===== config.mk =====
export PLATFORM = sky130hd
export DESIGN_NAME = log2_frac_iter
export DESIGN_NICKNAME = d
export VERILOG_FILES = /design/src/rtl/log2_pkg.sv /design/src/rtl/square_norm.sv /design/src/rtl/log2_frac_iter.sv
export SDC_FILE = /design/constraint.sdc
export NUM_CORES = 1
export LEC_CHECK = 0
export BUFFER_PORTS_ARGS = -buffer_cell sky130_fd_sc_hd__buf_2
export CAP_MARGIN = 20
export CORE_MARGIN = 1.5
export CORE_UTILIZATION = 30
export DETAILED_ROUTE_END_ITERATION = 6
export GPL_TIMING_DRIVEN = 1
export PLACE_DENSITY_LB_ADDON = 0.1
export SLEW_MARGIN = 10
export SYNTH_ARGS = -nofsm -noshare
export SYNTH_HDL_FRONTEND = slang
export SYNTH_SLANG_ARGS = --single-unit
export TNS_END_PERCENT = 30

===== constraint.sdc =====
create_clock -name clk -period 7.1 [get_ports clk]
set_clock_uncertainty 0.15 [all_clocks]
set_input_delay 1.065 -clock clk [delete_from_list [all_inputs] [get_ports clk]]
set_output_delay 1.065 -clock clk [all_outputs]
set_load 0.1 [all_outputs]

===== src/rtl/log2_pkg.sv =====
// Shared log2 datapath constants and types, common to the normalizer and the fraction iterator.
package log2_pkg;

  localparam int E_INT_DEF    = 7;
  localparam int D_FRAC_DEF   = 8;
  localparam int OUT_FRAC_DEF = 8;

  localparam int W     = E_INT_DEF + D_FRAC_DEF + 1;
  localparam int EXP_W = $clog2(E_INT_DEF + 1);

  typedef enum logic [1:0] {IDLE, ITER, DONE} log2_state_t;

  typedef logic [W-1:0]                  mant_t;
  typedef logic [EXP_W+OUT_FRAC_DEF-1:0] log_t;

endpackage


===== src/rtl/square_norm.sv =====
// Combinational y*y with renormalisation back to 1.f; bit_out is the log2 fraction bit.
// Low product bits are dropped (truncation, no rounding).
module square_norm #(
  parameter int W = 16
) (
  input  logic [W-1:0] y,
  output logic [W-1:0] y_next,
  output logic         bit_out
);

  logic [2*W-1:0] p;
  logic           unused_low;

  assign p          = {{W{1'b0}}, y} * {{W{1'b0}}, y};
  assign bit_out    = p[2*W-1];
  // Product in [2,4) is halved by taking the upper window; [1,2) keeps one more bit.
  assign y_next     = bit_out ? p[2*W-1 -: W] : p[2*W-2 -: W];
  assign unused_low = ^p[W-2:0];

endmodule


===== src/rtl/log2_frac_iter.sv =====
// log2 of a normalized mantissa: {j, fraction} with one fraction bit per clock by squaring.
// Latency OUT_FRAC+1 edges (zero input: 1); single op in flight, result held until out_ready.
module log2_frac_iter
  import log2_pkg::*;
#(
  parameter int   E_int    = E_INT_DEF,
  parameter int   D_frac   = D_FRAC_DEF,
  parameter int   OUT_FRAC = OUT_FRAC_DEF,
  localparam int  MANT_W   = E_int + D_frac + 1,
  localparam int  INT_W    = $clog2(E_int + 1)
) (
  input  logic                      clk,
  input  logic                      rst,
  input  logic                      in_valid,
  output logic                      in_ready,
  input  logic [MANT_W-1:0]         mant_in,
  input  logic [INT_W-1:0]          exp_in,
  output logic                      out_valid,
  input  logic                      out_ready,
  output logic [INT_W+OUT_FRAC-1:0] log_out,
  output logic                      zero_err
);

  localparam int CNT_W = $clog2(OUT_FRAC + 1);

  log2_state_t         state, state_nxt;
  logic [MANT_W-1:0]   y, y_next;
  logic                sq_bit;
  logic [INT_W-1:0]    int_q;
  logic [OUT_FRAC-1:0] frac;
  logic [CNT_W-1:0]    cnt;
  logic                zero_q;
  logic                accept;

  square_norm #(.W(MANT_W)) u_square_norm (
    .y       (y),
    .y_next  (y_next),
    .bit_out (sq_bit)
  );

  always_ff @(posedge clk or posedge rst) begin
    if (rst) state <= IDLE;
    else     state <= state_nxt;
  end

  always_comb begin
    state_nxt = state;
    in_ready  = 1'b0;
    out_valid = 1'b0;
    accept    = 1'b0;
    log_out   = '0;
    zero_err  = 1'b0;
    case (state)
      IDLE: begin
        in_ready = 1'b1;
        if (in_valid) begin
          accept    = 1'b1;
          state_nxt = mant_in[MANT_W-1] ? ITER : DONE;
        end
      end
      ITER: begin
        if (cnt == CNT_W'(OUT_FRAC - 1)) state_nxt = DONE;
      end
      DONE: begin
        out_valid = 1'b1;
        log_out   = {int_q, frac};
        zero_err  = zero_q;
        if (out_ready) state_nxt = IDLE;
      end
      default: state_nxt = IDLE;
    endcase
  end

  always_ff @(posedge clk or posedge rst) begin
    if (rst) begin
      y      <= '0;
      int_q  <= '0;
      frac   <= '0;
      cnt    <= '0;
      zero_q <= 1'b0;
    end else if (accept) begin
      frac <= '0;
      cnt  <= '0;
      // A zero mantissa has no leading one: report it and leave the result at 0.
      if (mant_in[MANT_W-1]) begin
        y      <= mant_in;
        int_q  <= exp_in;
        zero_q <= 1'b0;
      end else begin
        y      <= '0;
        int_q  <= '0;
        zero_q <= 1'b1;
      end
    end else if (state == ITER) begin
      y    <= y_next;
      frac <= {frac[OUT_FRAC-2:0], sq_bit};
      cnt  <= cnt + 1'b1;
    end
  end

endmodule

Word-level counts from Yosys, hierarchy flattened
Cells that the tools add are included.
W data, S select, Z words.
{ "totals": {"reg_bits": 34, "in_bits": 23, "output_inout_bits": 14, "wordCells": 38} }
{ "op_classes": {"add_sub_neg": 1, "mul": 1, "eq_ne": 6, "muxes": 21, "n_reduce_logical": 3} }
{ "op_table": {"columns": ["operator", "n"], "rows": [
  ["$mux W16", 4],
  ["$mul A16 B16 Y32", 1],
  ["$mux W8", 2],
  ["$mux W11", 1],
  ["$mux W2", 4],
  ["$mux W4", 2],
  ["$mux W1", 6],
  ["$ne A2 B2 Y1 const B", 3],
  ["$pmux W2 S3", 1],
  ["$add A4 B1 Y4 const B", 1],
  ["$eq A4 B3 Y1 const B", 1],
  ["$mux W3", 1],
  ["$reduce_and A3 Y1", 1],
  ["$eq A2 B1 Y1 const B", 1],
  ["$eq A2 B2 Y1 const B", 1],
  ["$logic_not A2 Y1", 1],
  ["$reduce_bool A2 Y1", 1]
]} }

Longest topological paths before layout
{ "depth": {"depth_word": 4, "ltp_mapped": 25, "depth_no_buf": 23} }

Modules after synthesis
A second synthesis with hierarchy kept.
{ "hier_totals": {"hier_cells": 975, "area_unflattened_um2": 8826.0} }
{ "by_module_without_submodules": {"columns": ["module", "instances", "cells_per_inst", "area_per_inst_um2", "seq_area_each_um2"], "rows": [
  ["square_norm", 1, 829, 7283.2, 0.0],
  ["log2_frac_iter", 1, 146, 1542.7, 850.8]
]} }

Least setup slack after synthesis
OpenSTA, ideal clock, no wires.
{ "synth_timing": {"kind": "reg2reg", "start": "reg y[4]", "end": "reg y[8]", "setup_time_ps": 80, "arrival_time_ps": 6208, "setup_slack_ps": 662, "stages_incl_launch_ff": 24, "period_less_slack_ps": 6438, "cell_sequence": "dfrtp_1 -> clkbuf_1 -> clkbuf_1 -> nand2_1 -> fa_1 -> inv_1 -> fa_1 -> fa_1 -> fa_1 -> fa_1 -> inv_1 -> fa_1 -> inv_1 -> ha_1 -> buf_2 -> a21oi_2 -> o21ai_0 -> o21ai_0 -> o21ai_0 -> or3b_4 -> and3_4 -> buf_6 -> or4_4 -> o211ai_2"} }
{ "synth_via": {"elab_chain_cells": 4} }
{ "synth_lines": {"columns": ["element", "line", "text"], "rows": [
  ["start: declaration", "log2_frac_iter.sv:27", "logic [MANT_W-1:0] y, y_next;"],
  ["start signal: assignment", "log2_frac_iter.sv:86", "y <= mant_in;"],
  ["start signal: assignment", "log2_frac_iter.sv:95", "y <= y_next;"],
  ["$mul A16 B16 Y32", "square_norm.sv:14", "assign p = {{W{1'b0}}, y} * {{W{1'b0}}, y};"],
  ["$mux W16", "square_norm.sv:17", "assign y_next = bit_out ? p[2*W-1 -: W] : p[2*W-2 -: W];"],
  ["$mux W16", "log2_frac_iter.sv:94", "end else if (state == ITER) begin"],
  ["$mux W16", "log2_frac_iter.sv:81", "end else if (accept) begin"]
]} }
No other way between the ends. The select of a mux whose other input is x is not followed.
A chain may end at the register's enable or synchronous reset.

Worst setup path in the final report
{ "layout_timing": {"start": "reg y[7]", "end": "reg y[10]"} }
The elaborated chain is that of the path after synthesis.

==> summary.txt <==
Yosys
  • Number of flip-flops and latches in the synthesized netlist: 34
  • Post-synthesis mux area share: 0.3436%
  • Async set or reset register ratio after synthesis: 100.0%
  • Ys flop type: sky130_fd_sc_hd__dfrtp_1
  • Compound-Gate Fraction of Synth Area: 10.79%
  • Avg Inst Size Synth: 8.613 um2
  • Portion of the post-synthesis area used by sequential elements: 9.346%
  • Share of the synthesized netlist area taken by xor and xnor gates: 2.309%
  • Post-Synth Simple-Gate Area: 15.20%
  • Netlist area before placement: 9104 um2
  • Number of synthesis warnings: 0
  • Post-synth cell types: 65
  • Synthesized Nets: 1344
  • EDFF count, synth: 0
  • Arithmetic-cell share of the synthesized area counting full adders, half adders and majority gates: 49.56%
  • Gate Count Post-Synth: 1057
  • Main combinational cell family by area after synthesis: adder cells

Floorplan
  • Core area: 29720 um2
  • Die width: 177.2 um
  • Core Rows: 63
  • Die H: 177.2 um
  • Initial Utilization: 30.63%
  • IO Count: 37
  • Overall die area: 31400 um2

Timing
  • Final hold viol count: 0
  • Number of pins exceeding their max-slew limit in the final report: 0
  • Unrepaired setup endpoints after global routing: false
  • Final setup violation count: 0
  • Max Clock Freq: 0.1471 GHz
  • Min Hold Slack: 0.3088 ns
  • Max_slew headroom: 30.12%
  • Post-Route Setup TNS: 0 ns
  • Final critical-path share of the clock period: 95.74%
  • Final min period: 6.797 ns
  • Transition time of the tightest slew-check pin: 1.048 ns

Worst hold path
  • Number of instances on the worst hold path: 2
  • Hold Path Class: reg -> reg

Cells and area
  • Layout overhead on the synthesized area: 11.96%
  • Fill cells: 3140
  • Net count, final: 1398
  • ANT cells: 0
  • Final standard cell area without fillers: 10190 um2
  • Layout cell share with drive strength beyond 1: 11.43%
  • Number of standard cells in the layout, taps in and fillers out: 1501

Routing
  • 1st-pass router iterations: 5
  • DR DRC count: 0
  • Post-route ant nets: 0
  • First-iteration detailed-routing DRC count: 276
  • Routed length per instance: 16.59 um
  • Total detailed-routing wirelength: 24900 um
  • Number of vias per cell: 4.628
  • Count of vias placed by the detailed router: 6947

Clock network
  • Root Buffer: sky130_fd_sc_hd__clkbuf_16
  • Num CTS Buffers: 5
  • CTS tree: built
  • Clk buf depth: 2
  • Clock-pin slew on the worst setup and hold paths: 0.05 ns
  • Maximum level of the CTS H-tree: 2
  • Clock sink count: 34
  • Count of buffers added by post-CTS timing repair for setup: 0
  • Skew-Pair Late Insertion Delay: 0.28 ns

Placed design
  • Placer Congestion: 0.8315
  • Dpl cell area: 10040 um2
  • Count of buffers from port buffering: 36
  • Placed cells: 1494
  • HPWL after detailed placement: 20920 um

Setup path
  • CP max stage delay: 0.64 ns
  • Number of cell instances on the worst register-to-register path: 22
  • Worst-path cell chain: inv_1 -> fa_1 -> inv_1 -> fa_1 -> inv_1 -> fa_1 -> inv_1 -> fa_1 -> fa_1 -> inv_1 -> fa_1 -> inv_1 -> ha_1 -> a21oi_1 -> o21ai_0 -> a41oi_1 -> o21ai_0 -> or3b_4 -> a21o_1 -> buf_4 -> a211o_1 -> o311a_1
  • Top Family by Delay on Critical Path: adder cells
  • Peak fanout along the critical path: 6
  • Buffers and inverters on the worst path: 7
  • Worst path arrival time: 6.81 ns
  • Setup slack, reg-to-reg: 0.30 ns
  • CP Class: reg -> reg
  • Slowest-stage cell, CP: sky130_fd_sc_hd__dfrtp_1
  • Critical Path Stages: 22
  • Nature of the critical path endpoint: flip-flop
  • Category of the worst setup path launch point: flip-flop
  • Required time reported for the critical path endpoint: 7.11 ns

Outcome
  • Status: finished, final reports clean

Global routing
  • Pin count of the biggest net entering global routing: 35
  • Gr ovfl total: 0
  • Initial antenna violation count: 0
  • Global-route wire length before repair: 40990 um
  • Overall routing resource usage: 16.95%
  • Via count of the first global-routing pass: 7546

Flow run
  • Max-cap viol count: 0
-- cell usage in the layout (no fill, tap or decap), drive strengths merged, types with 8 or more instances in the layout --
master   Yosys  routed
buf          7      89
xor2         8       8
nor3        22      22
a21oi       43      43
ha         103     103
dfrtp       34      34
a21o        10      10
nor2        47      47
inv        256     256
nand2      125     125
a2111oi     10      10
and2        49      49
xnor2       16      16
o21ai       31      31
fa         161     161
nand4       11      11
nand3        9       9
-- path summary, 6_finish.rpt --
check	from	endpoint
setup / recovery	y[7]	y[10]
hold / removal	int_q[1]	int_q[1]
setup reg to reg	y[7]	y[10]
hold reg to reg	int_q[1]	int_q[1]
max in group asynchronous	rst	y[9]
min in group asynchronous	rst	y[0]
-- cell families (layout without fill, tap and decap cells) --
logic type	after synthesis	after routing
multiplexers	3	3
flip-flops	34	34
AO/OA/AOI/OAI	146	146
adder cells (fa/ha/maj)	264	264
AND/OR/NAND/NOR	288	288
buffers and inverters	298	352
XOR/XNOR	24	24
-- metal layers --
layer,GRT usage (%),part of all wire [%]
met1,23.56,48
met4,1.977,0.90
met3,1.160,2.0
met2,29.56,49
met5,0,0
-- state kept, by name, summed over array words and instances, names as in the netlist --
signal,count
frac,8
zero_q,1
y,16
int_q,3
state,2
cnt,4
-- tightest hold or removal path: stages (launching register included) --
cell                      delay, ns
sky130_fd_sc_hd__dfrtp_1       0.33
sky130_fd_sc_hd__nand2_1       0.05
sky130_fd_sc_hd__nand2_1       0.05
-- area by class of cell --
cell class / count / area, um2 / area share (%)
multi-input cells: 725 / 7133 / 69.99
clock buffers: 5 / 125.1 / 1.228
well taps: 390 / 488.0 / 4.788
repair buffers: 89 / 615.6 / 6.040
inverters: 256 / 960.9 / 9.428
clock inverters: 2 / 10.01 / 0.09821
flip-flops and latches: 34 / 859.6 / 8.434
-- cells in the mapped netlist (all sizes together), types with 5 or more instances --
cell type,instances,area (um2)
inv,256,960.9
fa,161,3223
nand2,125,469.2
ha,103,1289
and2,49,306.5
nor2,47,178.9
a21oi,43,230.2
clkbuf,35,131.4
dfrtp,34,850.8
o21ai,31,155.2
nor3,22,110.1
xnor2,16,140.1
nand4,11,68.82
a2111oi,10,91.34
a21o,10,75.07
nand3,9,50.05
xor2,8,70.07
a31oi,7,43.79
buf,7,41.29
nor2b,6,37.54
a31o,5,43.79
nor4,5,52.55
o211ai,5,42.54
o21bai,5,37.54
o31ai,5,37.54
-- metrics by stage --
| stage | worst slack, ns | util (%) |
|---|---|---|
| floorplan | 0.6620 | - |
| global placement | 0.2207 | 33.78 |
| detailed placement | 0.1599 | 33.78 |
| CTS | 0.1257 | 34.23 |
| global route | 0.01812 | 34.30 |
| finish | 0.3026 | 34.30 |
-- what timing repair did --
item | in CTS | in global routing
resized for setup | 0 | 12
setup endpoints to repair | 0 | 16
hold buffers | 0 | 0
Power is left out: the tool's default activity adds up to more than one toggle a clock period on the data nets, which glitch-free logic cannot reach.
